==> src/rtl/cpu_pkg.sv <==
// Shared definitions for the operand-fetch stage of the 8-bit ALU datapath:
// opcodes, ALU operation encodings, FSM states and the instruction decoder.
package cpu_pkg;

   localparam int DATA_W = 8;
   localparam int REG_AW = 3;

   localparam logic [7:0] OP_LOADI = 8'h00;
   localparam logic [7:0] OP_MOV   = 8'h01;
   localparam logic [7:0] OP_ADD   = 8'h02;
   localparam logic [7:0] OP_SUB   = 8'h03;
   localparam logic [7:0] OP_AND   = 8'h04;
   localparam logic [7:0] OP_OR    = 8'h05;

   localparam logic [2:0] ALU_FWD = 3'b000;
   localparam logic [2:0] ALU_ADD = 3'b001;
   localparam logic [2:0] ALU_AND = 3'b010;
   localparam logic [2:0] ALU_OR  = 3'b011;

   typedef enum logic [1:0] {IDLE, EXEC, WB} state_e;

   typedef struct packed {
      logic              legal;
      logic              arith;
      logic [2:0]        op;
      logic [DATA_W-1:0] d1;
      logic [DATA_W-1:0] d2;
   } decode_t;

   function automatic logic [DATA_W-1:0] negate(input logic [DATA_W-1:0] v);
      return ~v + 8'd1;
   endfunction

   // Maps an opcode plus the already-read source values onto ALU operands.
   function automatic decode_t decode(input logic [7:0]        opcode,
                                      input logic [DATA_W-1:0] rs1,
                                      input logic [DATA_W-1:0] rs2,
                                      input logic [DATA_W-1:0] imm);
      decode_t r;
      r       = '0;
      r.legal = 1'b1;
      case (opcode)
         OP_LOADI: begin r.op = ALU_FWD; r.d2 = imm;                         end
         OP_MOV:   begin r.op = ALU_FWD; r.d2 = rs2;                         end
         OP_ADD:   begin r.op = ALU_ADD; r.d1 = rs1; r.d2 = rs2; r.arith = 1'b1; end
         OP_SUB:   begin r.op = ALU_ADD; r.d1 = rs1; r.d2 = negate(rs2); r.arith = 1'b1; end
         OP_AND:   begin r.op = ALU_AND; r.d1 = rs1; r.d2 = rs2;             end
         OP_OR:    begin r.op = ALU_OR;  r.d1 = rs1; r.d2 = rs2;             end
         default:  r.legal = 1'b0;
      endcase
      return r;
   endfunction

endpackage

==> src/rtl/operand_fetch_if.sv <==
// Instruction handshake plus the operand/result bus towards the combinational ALU.
interface operand_fetch_if;
   import cpu_pkg::*;

   logic              instr_valid;
   logic              instr_ready;
   logic [31:0]       instr;
   logic [DATA_W-1:0] data1;
   logic [DATA_W-1:0] data2;
   logic [2:0]        operation;
   logic [DATA_W-1:0] alu_result;
   logic              alu_co;

   modport master (
      output instr_valid, instr, alu_result, alu_co,
      input  instr_ready, data1, data2, operation
   );

   modport slave (
      input  instr_valid, instr, alu_result, alu_co,
      output instr_ready, data1, data2, operation
   );

endinterface

==> src/rtl/operand_fetch_reg_file.sv <==
// 8x8 register file: two combinational read ports, a debug read port and one
// synchronous write port; contents clear asynchronously on reset.
module reg_file
   import cpu_pkg::*;
#(
   parameter int NREGS = 8
) (
   input  logic              clk,
   input  logic              rst_n,
   input  logic              we,
   input  logic [REG_AW-1:0] waddr,
   input  logic [DATA_W-1:0] wdata,
   input  logic [REG_AW-1:0] raddr1,
   output logic [DATA_W-1:0] rdata1,
   input  logic [REG_AW-1:0] raddr2,
   output logic [DATA_W-1:0] rdata2,
   input  logic [REG_AW-1:0] dbg_addr,
   output logic [DATA_W-1:0] dbg_data
);

   logic [DATA_W-1:0] mem_q [NREGS];
   logic [DATA_W-1:0] mem_d [NREGS];

   always_comb begin
      mem_d = mem_q;
      if (we) mem_d[waddr] = wdata;
   end

   always_ff @(posedge clk or negedge rst_n) begin
      if (!rst_n) begin
         for (int i = 0; i < NREGS; i++) mem_q[i] <= '0;
      end else begin
         mem_q <= mem_d;
      end
   end

   assign rdata1   = mem_q[raddr1];
   assign rdata2   = mem_q[raddr2];
   assign dbg_data = mem_q[dbg_addr];

endmodule

==> src/rtl/operand_fetch.sv <==
// Operand fetch stage: accepts an instruction, drives registered operands into
// the ALU, waits ALU_WAIT cycles, then writes the result back to the register file.
module operand_fetch
   import cpu_pkg::*;
#(
   parameter int ALU_WAIT = 2,
   parameter int NREGS    = 8
) (
   input  logic              clk,
   input  logic              rst_n,
   operand_fetch_if.slave    bus,
   output logic              done,
   output logic              illegal,
   output logic              carry_flag,
   input  logic [REG_AW-1:0] dbg_addr,
   output logic [DATA_W-1:0] dbg_data
);

   state_e            state_q, state_d;
   logic [3:0]        cnt_q, cnt_d;
   logic [DATA_W-1:0] data1_q, data1_d;
   logic [DATA_W-1:0] data2_q, data2_d;
   logic [2:0]        op_q, op_d;
   logic [REG_AW-1:0] dest_q, dest_d;
   logic              arith_q, arith_d;
   logic              done_q, done_d;
   logic              illegal_q, illegal_d;
   logic              carry_q, carry_d;

   logic              we;
   logic [DATA_W-1:0] rd1, rd2;
   decode_t           dec;

   reg_file #(.NREGS(NREGS)) u_regs (
      .clk      (clk),
      .rst_n    (rst_n),
      .we       (we),
      .waddr    (dest_q),
      .wdata    (bus.alu_result),
      .raddr1   (bus.instr[10:8]),
      .rdata1   (rd1),
      .raddr2   (bus.instr[2:0]),
      .rdata2   (rd2),
      .dbg_addr (dbg_addr),
      .dbg_data (dbg_data)
   );

   assign dec = decode(bus.instr[31:24], rd1, rd2, bus.instr[7:0]);

   always_comb begin
      state_d   = state_q;
      cnt_d     = cnt_q;
      data1_d   = data1_q;
      data2_d   = data2_q;
      op_d      = op_q;
      dest_d    = dest_q;
      arith_d   = arith_q;
      carry_d   = carry_q;
      done_d    = 1'b0;
      illegal_d = 1'b0;
      we        = 1'b0;
      case (state_q)
         IDLE: begin
            if (bus.instr_valid) begin
               if (dec.legal) begin
                  data1_d = dec.d1;
                  data2_d = dec.d2;
                  op_d    = dec.op;
                  arith_d = dec.arith;
                  dest_d  = bus.instr[18:16];
                  cnt_d   = 4'(ALU_WAIT - 1);
                  state_d = EXEC;
               end else begin
                  illegal_d = 1'b1;
               end
            end
         end
         EXEC: begin
            // Operands stay frozen here so the ALU output can settle.
            if (cnt_q == 4'd0) state_d = WB;
            else               cnt_d   = cnt_q - 4'd1;
         end
         WB: begin
            we      = 1'b1;
            done_d  = 1'b1;
            state_d = IDLE;
            if (arith_q) carry_d = bus.alu_co;
         end
         default: state_d = IDLE;
      endcase
   end

   always_ff @(posedge clk or negedge rst_n) begin
      if (!rst_n) begin
         state_q   <= IDLE;
         cnt_q     <= '0;
         data1_q   <= '0;
         data2_q   <= '0;
         op_q      <= '0;
         dest_q    <= '0;
         arith_q   <= 1'b0;
         done_q    <= 1'b0;
         illegal_q <= 1'b0;
         carry_q   <= 1'b0;
      end else begin
         state_q   <= state_d;
         cnt_q     <= cnt_d;
         data1_q   <= data1_d;
         data2_q   <= data2_d;
         op_q      <= op_d;
         dest_q    <= dest_d;
         arith_q   <= arith_d;
         done_q    <= done_d;
         illegal_q <= illegal_d;
         carry_q   <= carry_d;
      end
   end

   assign bus.instr_ready = (state_q == IDLE);
   assign bus.data1       = data1_q;
   assign bus.data2       = data2_q;
   assign bus.operation   = op_q;
   assign done            = done_q;
   assign illegal         = illegal_q;
   assign carry_flag      = carry_q;

endmodule

==> src/flat_wrapper.sv <==
// flat-port wrapper written by rule: the top's interface ports become plain ports
module operand_fetch_flat import cpu_pkg::*;
#(
   parameter int ALU_WAIT = 2,
   parameter int NREGS    = 8
)
  (clk, rst_n, done, illegal, carry_flag, dbg_addr, dbg_data, bus_instr_valid, bus_instr, bus_alu_result, bus_alu_co, bus_instr_ready, bus_data1, bus_data2, bus_operation);
  operand_fetch_if bus_i ();
  input  logic clk;
  input  logic rst_n;
  output logic done;
  output logic illegal;
  output logic carry_flag;
  input  logic [REG_AW-1:0] dbg_addr;
  output logic [DATA_W-1:0] dbg_data;
  input wire logic [$bits(bus_i.instr_valid)-1:0] bus_instr_valid;
  input wire logic [$bits(bus_i.instr)-1:0] bus_instr;
  input wire logic [$bits(bus_i.alu_result)-1:0] bus_alu_result;
  input wire logic [$bits(bus_i.alu_co)-1:0] bus_alu_co;
  output wire logic [$bits(bus_i.instr_ready)-1:0] bus_instr_ready;
  output wire logic [$bits(bus_i.data1)-1:0] bus_data1;
  output wire logic [$bits(bus_i.data2)-1:0] bus_data2;
  output wire logic [$bits(bus_i.operation)-1:0] bus_operation;
  assign bus_i.instr_valid = bus_instr_valid;
  assign bus_i.instr = bus_instr;
  assign bus_i.alu_result = bus_alu_result;
  assign bus_i.alu_co = bus_alu_co;
  assign bus_instr_ready = bus_i.instr_ready;
  assign bus_data1 = bus_i.data1;
  assign bus_data2 = bus_i.data2;
  assign bus_operation = bus_i.operation;
  operand_fetch #(.ALU_WAIT(ALU_WAIT), .NREGS(NREGS)) u_core (.clk(clk), .rst_n(rst_n), .bus(bus_i), .done(done), .illegal(illegal), .carry_flag(carry_flag), .dbg_addr(dbg_addr), .dbg_data(dbg_data));
endmodule
==> config.mk <==
export PLATFORM = sky130hd
export DESIGN_NAME = operand_fetch_flat
export DESIGN_NICKNAME = d
export VERILOG_FILES = /design/src/rtl/cpu_pkg.sv /design/src/rtl/operand_fetch_if.sv /design/src/rtl/operand_fetch_reg_file.sv /design/src/rtl/operand_fetch.sv /design/src/flat_wrapper.sv
export SDC_FILE = /design/constraint.sdc
export NUM_CORES = 1
export LEC_CHECK = 0
export CAP_MARGIN = 20
export CORE_MARGIN = 2
export CORE_UTILIZATION = 50
export DETAILED_ROUTE_END_ITERATION = 10
export PLACE_DENSITY = 0.86
export SLEW_MARGIN = 20
export SYNTH_ARGS = -nofsm -noshare
export SYNTH_HDL_FRONTEND = slang
export SYNTH_SLANG_ARGS = --single-unit
==> constraint.sdc <==
create_clock -name clk -period 3.1 [get_ports clk]
set_input_delay 0.62 -clock clk [delete_from_list [all_inputs] [get_ports clk]]
set_output_delay 0.62 -clock clk [all_outputs]
set_load 0.005 [all_outputs]
# Word level (Yosys, flattened, before mapping)

Cells that the tools add are included.

$lt $le $gt $ge: 5
Add/sub/neg operators: 2
Bitwise logic cells: 5
Reductions and logical operators: 13
Multiplexer cells: 29
Eq/ne operators: 11

Operators by type and width:

| operator                                               | number |
|---|---|
| binary-select mux 8 bit (select 3 bit)                 | 3 |
| bitwise mux 64 bit                                     | 1 |
| 2-to-1 mux 8 bit                                       | 8 |
| demux 8 bit (select 3 bit)                             | 1 |
| one-hot mux 8 bit (3 select lines)                     | 1 |
| == test 8 x 2 -> 1 bit (second input constant)         | 2 |
| == test 8 x 3 -> 1 bit (second input constant)         | 2 |
| >= comparator 4 bit (second input constant)            | 4 |
| inverter 3 -> 4 bit                                    | 4 |
| 2-to-1 mux 4 bit                                       | 3 |
| adder 8 x 1 -> 8 bit (second input constant)           | 1 |
| == test 8 x 1 -> 1 bit (second input constant)         | 1 |
| zero test 8 bit                                        | 1 |
| inverter 8 bit                                         | 1 |
| one-hot mux 4 bit (2 select lines)                     | 1 |
| OR reduction 4 bit                                     | 2 |
| 2-to-1 mux 1 bit                                       | 6 |
| 2-to-1 mux 2 bit                                       | 3 |
| one-hot mux 2 bit (3 select lines)                     | 1 |
| AND reduction 3 bit                                    | 2 |
| OR reduction 6 bit                                     | 1 |
| zero test 4 bit                                        | 1 |
| < comparator 4 x 1 -> 1 bit (second input constant)    | 1 |
| inequality test 2 x 1 -> 1 bit (second input constant) | 2 |
| 11 further kinds                                       | 12 |

Word-level logic and storage cells: 83
Register bits after elaboration: 96
Output and inout port bits: 31

# Longest topological paths before layout

Gate-level depths: netlist of run 1.

Depth in word-level cells: 7
Depth in mapped cells: 9

# By module

A second synthesis of run 1 with hierarchy kept.

Cells, all modules: 383
Area total of the unflattened synthesis: 5709.2 um^2

Modules (own cells, without submodules):

| module        | times used | seq. area each (um^2) | cells an instance | area each (um^2) |
|---|---|---|---|---|
| reg_file      | 1          | 1601.5                | 230               | 4078.9 |
| operand_fetch | 1          | 775.7                 | 153               | 1630.3 |

# Worst setup path after synthesis of run 1

Ideal clock, no wire load.

Path kind: input to output
Start: input port dbg_addr[0]
End: output port dbg_data[0]
Arrival time: 2.126 ns
Data required time: 2.480 ns
Setup slack: 0.354 ns
Cell stages on the path: 4
Path through: clkbuf_1 -> buf_2 -> mux4_2 -> mux2_2

Longest elaborated chain between the ends: 4

RTL lines:

| item                                                | line                         | RTL |
|---|---|---|
| start, declared                                     | flat_wrapper.sv:14           | `input logic [REG_AW-1:0] dbg_addr;` |
| inverter 3 -> 4 bit (not written as such)           | operand_fetch_reg_file.sv:39 | `assign dbg_data = mem_q[dbg_addr];` |
| binary-select mux 8 bit (select 3 bit)              | operand_fetch_reg_file.sv:39 |  |
| 2-to-1 mux 8 bit (not written as such) (2 in a row) | operand_fetch_reg_file.sv:39 |  |
| end, declared                                       | flat_wrapper.sv:15           | `output logic [DATA_W-1:0] dbg_data;` |

Every way passes these cells. The select of a mux whose other input is x is not followed.

# Worst setup path after layout of run 1

Start: input port dbg_addr[1]
End: output port dbg_data[4]

Same word-level chain as after synthesis.

==> results of run 1 <==
==> worst paths after layout <==
path                                     start                      end  slack, ns  cells after the start
min in group clk           u_core.bus.data2[2]      u_core.bus.data2[2]       0.49                      2
setup reg to reg             u_core.state_q[1]  u_core.u_regs.mem_q[45]       0.82                      4
hold / removal                           rst_n          u_core.cnt_q[3]       0.27                      2
max in group asynchronous                rst_n  u_core.u_regs.mem_q[45]       2.44                      2
hold reg to reg            u_core.bus.data2[2]      u_core.bus.data2[2]       0.49                      2
setup / recovery                   dbg_addr[1]              dbg_data[4]       0.10                      5
==> where the power goes <==
group          switching (mW)  total, mW  internal, mW
clock                   0.474      0.938         0.464
sequential              0.269       1.80          1.53
combinational           0.508       1.38         0.872
==> cell families after synthesis <==
family / count (synthesis) / synth area share
simple gates: 84 / 0.08072
buf+inv: 27 / 0.02797
flops: 95 / 0.4357
mux: 138 / 0.3903
other cells: 1 / 0.0006873
compound gates: 43 / 0.04655
xor+xnor: 7 / 0.01124
fa+ha+maj: 3 / 0.006880
==> cell usage after synthesis (3+ instances only) <==
cell type	number
dfrtp_1	95
ha_1	3
nand2_1	33
and3_1	3
buf_1	4
nor2_1	19
o21ai_0	22
mux2i_1	11
a21oi_1	9
nor2b_1	3
mux2_2	74
clkbuf_1	11
xor2_1	5
inv_1	4
mux4_2	41
mux4_1	7
mux2i_2	3
nand3_1	5
or3_1	3
==> flip-flops by register name (all words and copies together) (netlist names) <==
signal                count
u_core.u_regs.mem_q      64
u_core.carry_flag         1
u_core.done               1
u_core.bus.operation      2
u_core.cnt_q              4
u_core.bus.data1          8
u_core.arith_q            1
u_core.state_q            2
u_core.illegal            1
u_core.bus.data2          8
u_core.dest_q             3
==> placed cells by master, fill, tap and decap left out, types with 2 or more instances in the layout <==
cell type / synthesis / final
inv_6: 0 / 2
mux4_1: 7 / 7
a221oi_1: 2 / 2
clkinv_4: 0 / 3
nor2_1: 19 / 19
nand2_1: 33 / 33
inv_1: 4 / 4
a21oi_1: 9 / 9
dfrtp_1: 95 / 95
xor2_1: 5 / 5
bufinv_16: 0 / 2
nand3b_1: 2 / 2
mux2i_2: 3 / 3
nor2b_1: 3 / 3
or3_1: 3 / 3
nor3_2: 2 / 2
buf_4: 2 / 21
mux4_2: 41 / 41
o21ai_0: 22 / 22
mux2i_1: 11 / 11
clkbuf_8: 1 / 9
and3_1: 3 / 3
mux2_2: 74 / 74
buf_12: 1 / 4
nor3b_2: 2 / 2
nand3_1: 5 / 5
ha_1: 3 / 3
clkdlybuf4s50_1: 0 / 64
nor3_1: 2 / 2
xnor2_1: 2 / 2
==> layout make-up <==
class,instances,area [um^2]
Clock buffer,9,123.9
Clock inverter,7,103.9
Fill cell,814,4108
Inverter,4,15.01
Multi-Input combinational cell,276,2927
Sequential cell,95,2377
Tap cell,140,175.2
Timing Repair Buffer,91,915.9
==> critical path: cells and delay by family <==
| family | cells | cell delay [ns] |
|---|---|---|
| mux | 2 | 0.60 |
| buf+inv | 3 | 1.15 |
==> metal layers <==
layer / vias up / global-route usage / share of wire
li1: 1683 / - / -
met1: 1994 / 0.3177 / 0.40
met5: - / 0 / 0
met2: 179 / 0.3862 / 0.49
met3: 31 / 0.05666 / 0.073
met4: 0 / 0.09799 / 0.035
==> timing repair <==
| item | in CTS | in global routing |
|---|---|---|
| endpoints found under the hold margin | 0 | 0 |
| resized for setup | 1 | 2 |
| gates cloned | 1 | 0 |
| setup endpoints to repair | 8 | 5 |
| pin swaps | 0 | 0 |
==> results.md, run 1 <==
* Status: finished, final reports clean
* TNS Setup at 0 ns
* IO Pins at 78
* FMAX at 333.8 MHz
* Async set-reset flop share out of synthesis at 1.000
* Crit-path slowest cell: clkdlybuf4s50_1
* Routed via count at 3,887
* Placed cell count at 605
* Post-Layout Cell Count at 622
* Clock tree sinks at 95
* CP startpoint kind: input pin
* Gr ovfl total at 0
* Max VDD drop at 0.3633 mV
* # setup viols final at 0
* TritonRoute pass-1 iters at 5
* Post-synth net total at 448
* CP peak stage delay at 0.50 ns
* Crit path DAT at 2.38 ns
* Dpl cell area at 0.006382 mm^2
* Share of the yosys chip area belonging to registers at 0.4357
* Number of synthesized flops with an enable pin at 0
* Yosys cell types at 53
* Final RePlAce weighted congestion at 0.8521
* Max-cap viol count at 0
* CTS Buffer Depth at 2
* Pre-CTS WS at -0.1435 ns
* Die area at 0.01176 mm^2
* Final Worst Setup Slack at 0.1040 ns
* Worst relative slew slack at 0.5285
* Port-buffer cells at 66
* Worst Path Required at 2.48 ns
* Crit path time final at 2.996 ns
* Synth Cell Area at 0.005456 mm^2
* DRT iter0 DRCs at 267
* H-tree depth at 3
* Vias in the first global route at 3,845
* DP HPWL at 9.034 mm
* Yosys warns at 0
* Hold Slack at 0.2710 ns
* Final Instance Area at 0.006638 mm^2
* Post-Syn Instances at 398
* Most common cell on crit path: clkdlybuf4s50_1
* Most used DFF post-synth: dfrtp_1
* Initial Util at 0.5078
* Final hold vios at 0
* First-pass GRT wire length at 20.96 mm
* Postcts setup bufs at 0
* Max FO, Critical Path at 16
* Synth Register Bits at 95
* Crit-path cells: clkdlybuf4s50_1 > buf_12 > mux4_2 > mux2_2 > clkdlybuf4s50_1
* Power density over the cells at 620.1 mW/mm^2
* CTS buffer count at 9
* Final Total Pwr at 4.116 mW
* Kind of critical path: input pin to primary output
* Unrepaired setup endpoints after global routing: no
* Area grow syn2layout at 21.65%
* Post-DRT Antenna Nets at 0
* Share of layout cells above drive strength 1 at 0.3631
* Root Buffer: clkbuf_8
* Wire length per cell at 21.52 um
* Final Net Count at 527
* Hold Path Class: input pin to async pin
* Chip width at 108.5 um
* Skew final at 0.009999 ns
* Mapped Avg Cell Area at 13.71 um^2
* Drt via density at 6.249
* DRC at 0
* Row Count at 38
* Part of the cycle the worst path needs at 0.9665
* Worst-Skew Late Latency at 0.38 ns
* CTS Hold Buffers Added at 0
* Post-synth top area cell: dfrtp_1
* Critical Path Sink Type: primary output
* Worst-path clk slew at 0.09 ns
* Largest net degree at the start of global routing at 96
* Leading post-synthesis cells by cell area: dfrtp_1, mux4_2, mux2_2, mux4_1, nand2_1
* Initial antenna violation count at 0
* CTS tree: done
* Leakage at 2.837 nW
* Worst slew pin tran at 0.7050 ns
* Final core utilization at 0.6177
* Yosys top cell area share at 0.4357
* Gr usage total at 0.2409
* Core Region at 0.01075 mm^2
* Die Span Y at 108.5 um
* ANT cells at 0
* Final Slew Violations at 0
* WL final at 13.39 mm
(Power assumes the default switching activity.)
==> inputs of run 2 (changes only) <==
--- a/config.mk
+++ b/config.mk
@@ -9,8 +9,8 @@
 export CORE_MARGIN = 2
 export CORE_UTILIZATION = 50
 export DETAILED_ROUTE_END_ITERATION = 10
-export PLACE_DENSITY = 0.86
-export SLEW_MARGIN = 20
+export PLACE_DENSITY = 0.7
+export SLEW_MARGIN = 15
 export SYNTH_ARGS = -nofsm -noshare
 export SYNTH_HDL_FRONTEND = slang
 export SYNTH_SLANG_ARGS = --single-unit
==> results.md, run 2 (synthesis results as in run 1) <==
* Crit-path slowest cell: mux4_2
* Max-cap viol count at 0
* CP peak stage delay at 0.50 ns
* H-tree depth at 3
* ANT cells at 0
* Crit path max-delay family: buffers and inverters
* # setup viols final at 0
* Kind of critical path: input pin to primary output
* Dpl cell area at 0.006377 mm^2
* Postcts setup bufs at 0
* Root Buffer: clkbuf_8
* Hold Slack at 0.2784 ns
* DRT iter0 DRCs at 219
* Sequential Power Share at 0.450
* Final Worst Setup Slack at 0.05581 ns
* NetSw at 1.165 mW
* Largest net degree at the start of global routing at 96
* Leakage at 2.815 nW
* Pre-CTS WS at -0.1209 ns
* Initial Util at 0.5078
* FMAX at 328.5 MHz
* Port-buffer cells at 66
* Clock tree sinks at 95
* WL final at 12.73 mm
* Die Span Y at 108.5 um
* Post-DRT Antenna Nets at 0
* Worst relative slew slack at 0.5243
* Wire length per cell at 20.47 um
* Internal Power at 2.809 mW
* Clock power share at 0.209
* Final Instance Area at 0.006601 mm^2
* Skew final at 0.01038 ns
* Unrepaired setup endpoints after global routing: no
* Placed cell count at 606
* Worst slew pin tran at 0.7113 ns
* Share of layout cells above drive strength 1 at 0.3589
* CTS Hold Buffers Added at 0
* Die area at 0.01176 mm^2
* TritonRoute pass-1 iters at 4
* Routed via count at 3,760
* Reg2reg end: u_core.bus.data2[4]
* TNS Setup at 0 ns
* Commonest non-fill, non-tap cell in the layout: dfrtp_1
* Worst-path clk slew at 0.09 ns
* CTS buffer count at 9
* Area grow syn2layout at 20.98%
* Part of the cycle the worst path needs at 0.9820
* Reg2Reg Depth at 7
* Final Slew Violations at 0
* Critical Path Sink Type: primary output
* Core Region at 0.01075 mm^2
* Final hold vios at 0
* Hold Path Class: input pin to async pin
* Gr usage total at 0.2363
* Crit path time final at 3.044 ns
* Vias in the first global route at 3,810
* CTS tree: done
* Number of flip-flops in the largest register at 64
* Sw Share at 0.2930
* Comb power frac at 0.341
* Filler instances at 909
* Final core utilization at 0.6143
* Bufs and invs on worst path at 3
* Row Count at 38
* Register-to-register setup slack at 0.91 ns
* Chip width at 108.5 um
* Status: finished, final reports clean
* Worst-Skew Late Latency at 0.37 ns
* Final Total Pwr at 3.974 mW
* Gr ovfl total at 0
* Top reg by flops: u_core.u_regs.mem_q
* Max FO, Critical Path at 8
* Worst Path Required at 2.48 ns
* Crit path DAT at 2.42 ns
* Max VDD drop at 0.2742 mV
* First-pass GRT wire length at 20.53 mm
* Final RePlAce weighted congestion at 0.8228
* Commonest non-fill, non-tap cells in the layout: dfrtp_1, mux2_2, clkdlybuf4s50_1
* Worst r2r src: u_core.u_regs.mem_q[33]
* Final Net Count at 528
* CTS Buffer Depth at 2
* DP HPWL at 8.567 mm
* IO Pins at 78
* CP startpoint kind: input pin
* Drt via density at 6.045
* Crit-path cells: dlygate4sd2_1 > buf_12 > mux4_2 > mux2_2 > clkdlybuf4s50_1
* DRC at 0
* Power density over the cells at 602.0 mW/mm^2
* Post-Layout Cell Count at 622
* Initial antenna violation count at 0
-- run 2: worst max path at each step --
| stage | depth (start not counted) | endpoint | start |
|---|---|---|---|
| floorplan | 4 | dbg_data[0] | dbg_addr[0] |
| global placement | 5 | dbg_data[7] | dbg_addr[0] |
| detailed placement | 5 | dbg_data[7] | dbg_addr[0] |
| CTS | 5 | dbg_data[1] | dbg_addr[0] |
| global route | 5 | dbg_data[7] | dbg_addr[0] |
| finish | 5 | dbg_data[7] | dbg_addr[0] |
-- run 2: worst reg2reg max path, cell delays in order (launching register included) --
cell and delay (ns):
dfrtp_1 0.42, mux4_1 0.55, mux2i_2 0.26, ha_1 0.24, nand3_1 0.10, xor2_1 0.14, nor2_1 0.05, o32a_1 0.33
-- run 2: power by group through the flow --
stage	Clock (mW)	Sequential, mW	Combinational (mW)
finish	0.830	1.79	1.36
detailed placement	0	1.80	1.36
global route	0.898	1.84	1.48
CTS	0.853	1.78	1.37
global placement	0	1.79	1.33
floorplan	0	1.72	0.913
-- run 2: repair_timing --
item                       CTS  global route
pin swaps                    0             0
hold endpoints to repair     0             0
cloned                       1             0
gates resized for setup      1             1
setup endpoints to repair    8             2
-- run 2: metal layers --
layer,track usage,up-vias,routed length [um]
li1,-,1679,-
met1,0.3227,1931,5590
met2,0.3826,134,6115
met3,0.05304,16,863
met4,0.06685,0,163
met5,0,-,0
-- run 2: final cells by class --
cell class | instances | area (um^2) | area share
clock buffer | 12 | 155.1 | 0.02350
clock inverter | 3 | 42.54 | 0.006444
inverter | 4 | 15.01 | 0.002274
multi-input combinational | 276 | 2927 | 0.4433
sequential | 95 | 2377 | 0.3601
tap | 140 | 175.2 | 0.02654
timing repair buffer | 92 | 909.6 | 0.1378
==> inputs of run 3 (changes only) <==
==> constraint.sdc (replaced) <==
create_clock -name clk -period 3.9 [get_ports clk]
set_input_delay 0.78 -clock clk [delete_from_list [all_inputs] [get_ports clk]]
set_output_delay 0.78 -clock clk [all_outputs]
set_load 0.005 [all_outputs]
==> results.md, run 3 (synthesis results as in run 1) <==
* Multi-input combinational cell area at 0.002927 mm^2
* Drt via density at 6.074
* Row Count at 38
* Final Instance Area at 0.006439 mm^2
* Power density over the cells at 478.6 mW/mm^2
* Top reg by flops: u_core.u_regs.mem_q
* Vias in the first global route at 3,716
* Commonest non-fill, non-tap cells in the layout: dfrtp_1, mux2_2, clkdlybuf4s50_1
* Dpl cell area at 0.006262 mm^2
* Worst-Skew Late Latency at 0.37 ns
* Commonest non-fill, non-tap cell in the layout: dfrtp_1
* Share of layout cells above drive strength 1 at 0.3404
* CTS Hold Buffers Added at 0
* WL final at 12.97 mm
* Chip width at 108.5 um
* CTS Buffer Depth at 2
* Clock tree sinks at 95
* Final hold vios at 0
* Port-buffer cells at 66
* Critical Path Sink Type: primary output
* TritonRoute pass-1 iters at 4
* Root Buffer: clkbuf_8
* Final core utilization at 0.5992
* Die area at 0.01176 mm^2
* Max-cap viol count at 0
* Gr ovfl total at 0
* Final Slew Violations at 0
* DP HPWL at 8.821 mm
* Storage cell area at 0.002377 mm^2
* Wire length per cell at 21.27 um
* Reg2Reg Depth at 7
* Core Region at 0.01075 mm^2
* H-tree depth at 3
* Final RePlAce weighted congestion at 0.8118
* Worst slew pin tran at 1.020 ns
* Worst-path clk slew at 0.09 ns
* Unrepaired setup endpoints after global routing: no
* CTS tree: done
* Post-DRT Antenna Nets at 0
* Placed cell count at 594
* CTS buffer count at 9
* ANT cells at 0
* Max VDD drop at 0.2311 mV
* Part of the cycle the worst path needs at 0.9018
* Register-to-register setup slack at 1.56 ns
* DRC at 0
* Area grow syn2layout at 18.00%
* Max FO, Critical Path at 16
* DRT iter0 DRCs at 194
* First-pass GRT wire length at 20.91 mm
* PostCTS Resize Cnt at 0
* Worst relative slew slack at 0.3177
* Postcts setup bufs at 0
* Largest net degree at the start of global routing at 51
* Gr usage total at 0.2416
* CP startpoint kind: input pin
* TNS Setup at 0 ns
* Hold Path Class: input pin to async pin
* Final Worst Setup Slack at 0.3831 ns
* Crit path time final at 3.517 ns
* Reg2reg end: u_core.bus.data2[4]
* Final Total Pwr at 3.081 mW
* Die Span Y at 108.5 um
* Filler instances at 894
* Routed via count at 3,705
* Status: finished, final reports clean
* IO Pins at 78
* Hold Slack at 0.4283 ns
* Post-Layout Cell Count at 610
* Skew final at 0.008382 ns
* Worst Path Required at 3.12 ns
* FMAX at 284.3 MHz
* Pre-CTS WS at 0.3706 ns
* Crit path DAT at 2.74 ns
* Leakage at 2.724 nW
* Number of flip-flops in the largest register at 64
* Final Net Count at 515
* Kind of critical path: input pin to primary output
* # setup viols final at 0
* Initial Util at 0.5078
* Worst r2r src: u_core.u_regs.mem_q[33]
* Initial antenna violation count at 0
## run 3: routing by layer
layer	global-route usage	share of wire
met1	0.3383	0.44
met2	0.3839	0.49
met3	0.04280	0.054
met4	0.08150	0.018
met5	0	0
## run 3: layout make-up
cell class,count,share of cell area
timing repair buffer,79,0.1193
clock buffer,13,0.02468
multi-input combinational,276,0.4545
tap,140,0.02721
clock inverter,3,0.002721
inverter,4,0.002332
sequential,95,0.3692
## run 3: worst max path at each step
stage                        endpoint  depth (start not counted)  slack, ns   startpoint
after global placement    dbg_data[4]                          5       0.37  dbg_addr[0]
after floorplan           dbg_data[0]                          4       0.83  dbg_addr[0]
after CTS                 dbg_data[4]                          5       0.37  dbg_addr[0]
final                     dbg_data[4]                          5       0.38  dbg_addr[0]
after detailed placement  dbg_data[6]                          5       0.37  dbg_addr[0]
after global routing      dbg_data[0]                          5       0.32  dbg_addr[0]
## run 3: worst max-delay path, cell delays in order
cell and delay [ns]:
clkdlybuf4s50_1 0.51, buf_12 0.20, mux4_2 0.50, mux2_2 0.27, clkdlybuf4s50_1 0.47
## run 3: power breakdown
part           switching [mW]  internal (mW)
sequential              0.207           1.21
combinational           0.389          0.662
clock                   0.343          0.266
==> RTL change (config.mk and constraints of run 1) <==
`data1_q` no longer has a reset.
--- a/src/rtl/operand_fetch.sv
+++ b/src/rtl/operand_fetch.sv
@@ -94,7 +94,6 @@
       if (!rst_n) begin
          state_q   <= IDLE;
          cnt_q     <= '0;
-         data1_q   <= '0;
          data2_q   <= '0;
          op_q      <= '0;
          dest_q    <= '0;
@@ -105,7 +104,6 @@
       end else begin
          state_q   <= state_d;
          cnt_q     <= cnt_d;
-         data1_q   <= data1_d;
          data2_q   <= data2_d;
          op_q      <= op_d;
          dest_q    <= dest_d;
@@ -114,6 +112,10 @@
          illegal_q <= illegal_d;
          carry_q   <= carry_d;
       end
+   end
+
+   always_ff @(posedge clk) begin
+      data1_q <= data1_d;
    end
 
    assign bus.instr_ready = (state_q == IDLE);
Behaviour: not the same (Yosys sat finds a counterexample within 10 cycles, from zero or initial values and one cycle with rst_n low; the reset may be asserted at any time).
==> RTL change against run 1 <==
Sequential cell count unchanged; worst setup slack improved by 10 ps; wire length decreased by 3.2%; sequential share of layout area increased by 0.70 points; global-route usage decreased by 0.19 points; synthesized area decreased by 0.34%; final area decreased by 0.26%; via count increased by 1.1%; final cell count increased by 1.9%; critical path type unchanged.
Power is not compared: it rests on default switching activity, and its combinational part moved more than twofold at a synthesized area within 25%.
==> RTL change: results (changes against run 1) <==
| Metric | Value |
|---|---|
| Later-pin clock latency in the skew report | 360 ps (was 380 ps) |
| Worst Setup SP | dbg_addr[1] (unchanged) |
| Compound-Gate Fraction of Synth Area | 0.0444 (was 0.0465) |
| # nets final | 540 (was 527) |
| Pre-CTS setup slack | -120 ps (was -143 ps) |
| Top reg by flops | u_core.u_regs.mem_q (unchanged) |
| Largest register FFs | 64 (unchanged) |
| Total GRT Usage | 0.239 (was 0.241) |
| Via count | 3,930 (was 3,887) |
| F_max | 335 MHz (was 334 MHz) |
| Largest cells by area after synthesis | dfrtp_1, mux4_2, mux2_2, edfxtp_1, mux2i_1 (was dfrtp_1, mux4_2, mux2_2, mux4_1, nand2_1) |
| Largest net degree at the start of global routing | 88 (was 96) |
| Commonest cells in the netlist | dfrtp_1, mux2_2, mux4_2 (unchanged) |
| Setup slack, reg-to-reg | 920 ps (was 820 ps) |
| Post-synth net total | 459 (was 448) |
| Status | complete, no violations (unchanged) |
| Relative slew slack | 0.482 (was 0.529) |
| Synth Area in Adders | 0.00690 (was 0.00688) |
| Vias in the first global route | 3,973 (was 3,845) |
| Placed cell count | 618 (was 605) |
| Initial DRC count | 234 (was 267) |
| Synth cell types | 46 (was 53) |
| DP Area | 6410 um^2 (was 6380 um^2) |
| Crit-path max FO | 16 (unchanged) |
| First-pass GRT wire length | 20,900 um (was 21,000 um) |
| Clock-pin slew on the worst setup and hold paths | 90 ps (about the same) |
| CP peak stage delay | 510 ps |
| Hpwl dp | 9030 um (about the same) |
| Worst R2R End | u_core.u_regs.mem_q[12] (was u_core.u_regs.mem_q[45]) |
| Seq/Total Area, Yosys | 0.445 (was 0.436) |
| Total Wirelength | 13,000 um (was 13,400 um) |
| Routed vias/inst | 6.20 (was 6.25) |
| Lkg Pwr | between 2 and 3 nW |
| RePlAce Congestion | 0.878 (was 0.852) |
| EDFF count, synth | 8 (was 0) |
| Cells after Synth | 409 (was 398) |
| Asr flop ratio synth | 0.916 (was 1.00) |
| Mux contribution to synthesized area | 0.380 (was 0.390) |
| XOR/XNOR Fraction of Synth Area | 0.00322 (was 0.0112) |
| Worst Skew | 6.86 ps (was 10.0 ps) |
| Share of layout cells above drive strength 1 | 0.346 (was 0.363) |
RTL change: cell types whose count changed in the layout (fill, tap and decap cells not counted), sizes merged, moves of 7 or more:
cell and delta:
nand2 -7, edfxtp +8, dfrtp -8, nor2 +14, o21ai -16
RTL change: final cells by class:
cell class | instances | area [um^2]
Fill cell | 866 | 4130
Tap cell | 140 | 175
Timing Repair Buffer | 92 | 927
Multi-Input combinational cell | 283 | 2890
Inverter | 9 | 33.8
Sequential cell | 95 | 2420
Clock buffer | 11 | 131
Clock inverter | 4 | 47.5
RTL change: cell families after synthesis:
group / after synthesis
simple gates: 104
buf+inv: 31
fa+ha+maj: 3
mux: 137
xor+xnor: 2
compound gates: 36
other cells: 1
flops: 95
RTL change: per-layer routing:
| layer | share of wire | track usage | wire, um | vias up |
|---|---|---|---|---|
| met3 | 0.080 | 0.0555 | 1040 | 42 |
| met1 | 0.40 | 0.318 | 5210 | 1953 |
| met5 | 0 | 0 | 0 | - |
| li1 | - | - | - | 1732 |
| met2 | 0.48 | 0.373 | 6170 | 203 |
| met4 | 0.042 | 0.116 | 544 | 0 |
RTL change: worst min path at each step:
| stage | endpoint | slack (ps) | cells after the start |
|---|---|---|---|
| after floorplan | u_core.arith_q | 320 | 0 |
| after global placement | u_core.bus.data2[0] | 470 | 2 |
| after detailed placement | u_core.carry_flag | 500 | 1 |
| after CTS | u_core.illegal | 480 | 1 |
| after global routing | u_core.illegal | 350 | 1 |
| final | u_core.illegal | 300 | 1 |
RTL change: repair_timing:
action                                 CTS  global route
gates cloned                             1             0
endpoints found under the hold margin    0             0
pin swaps                                0             0
buffers inserted                         0             0
gates resized for setup                  1             2
setup endpoints to repair                8             5
RTL change: power by group:
part	switching (mW)	internal (mW)
Sequential	0.0684	1.33
Clock	0.409	0.366
Combinational	0.223	0.318
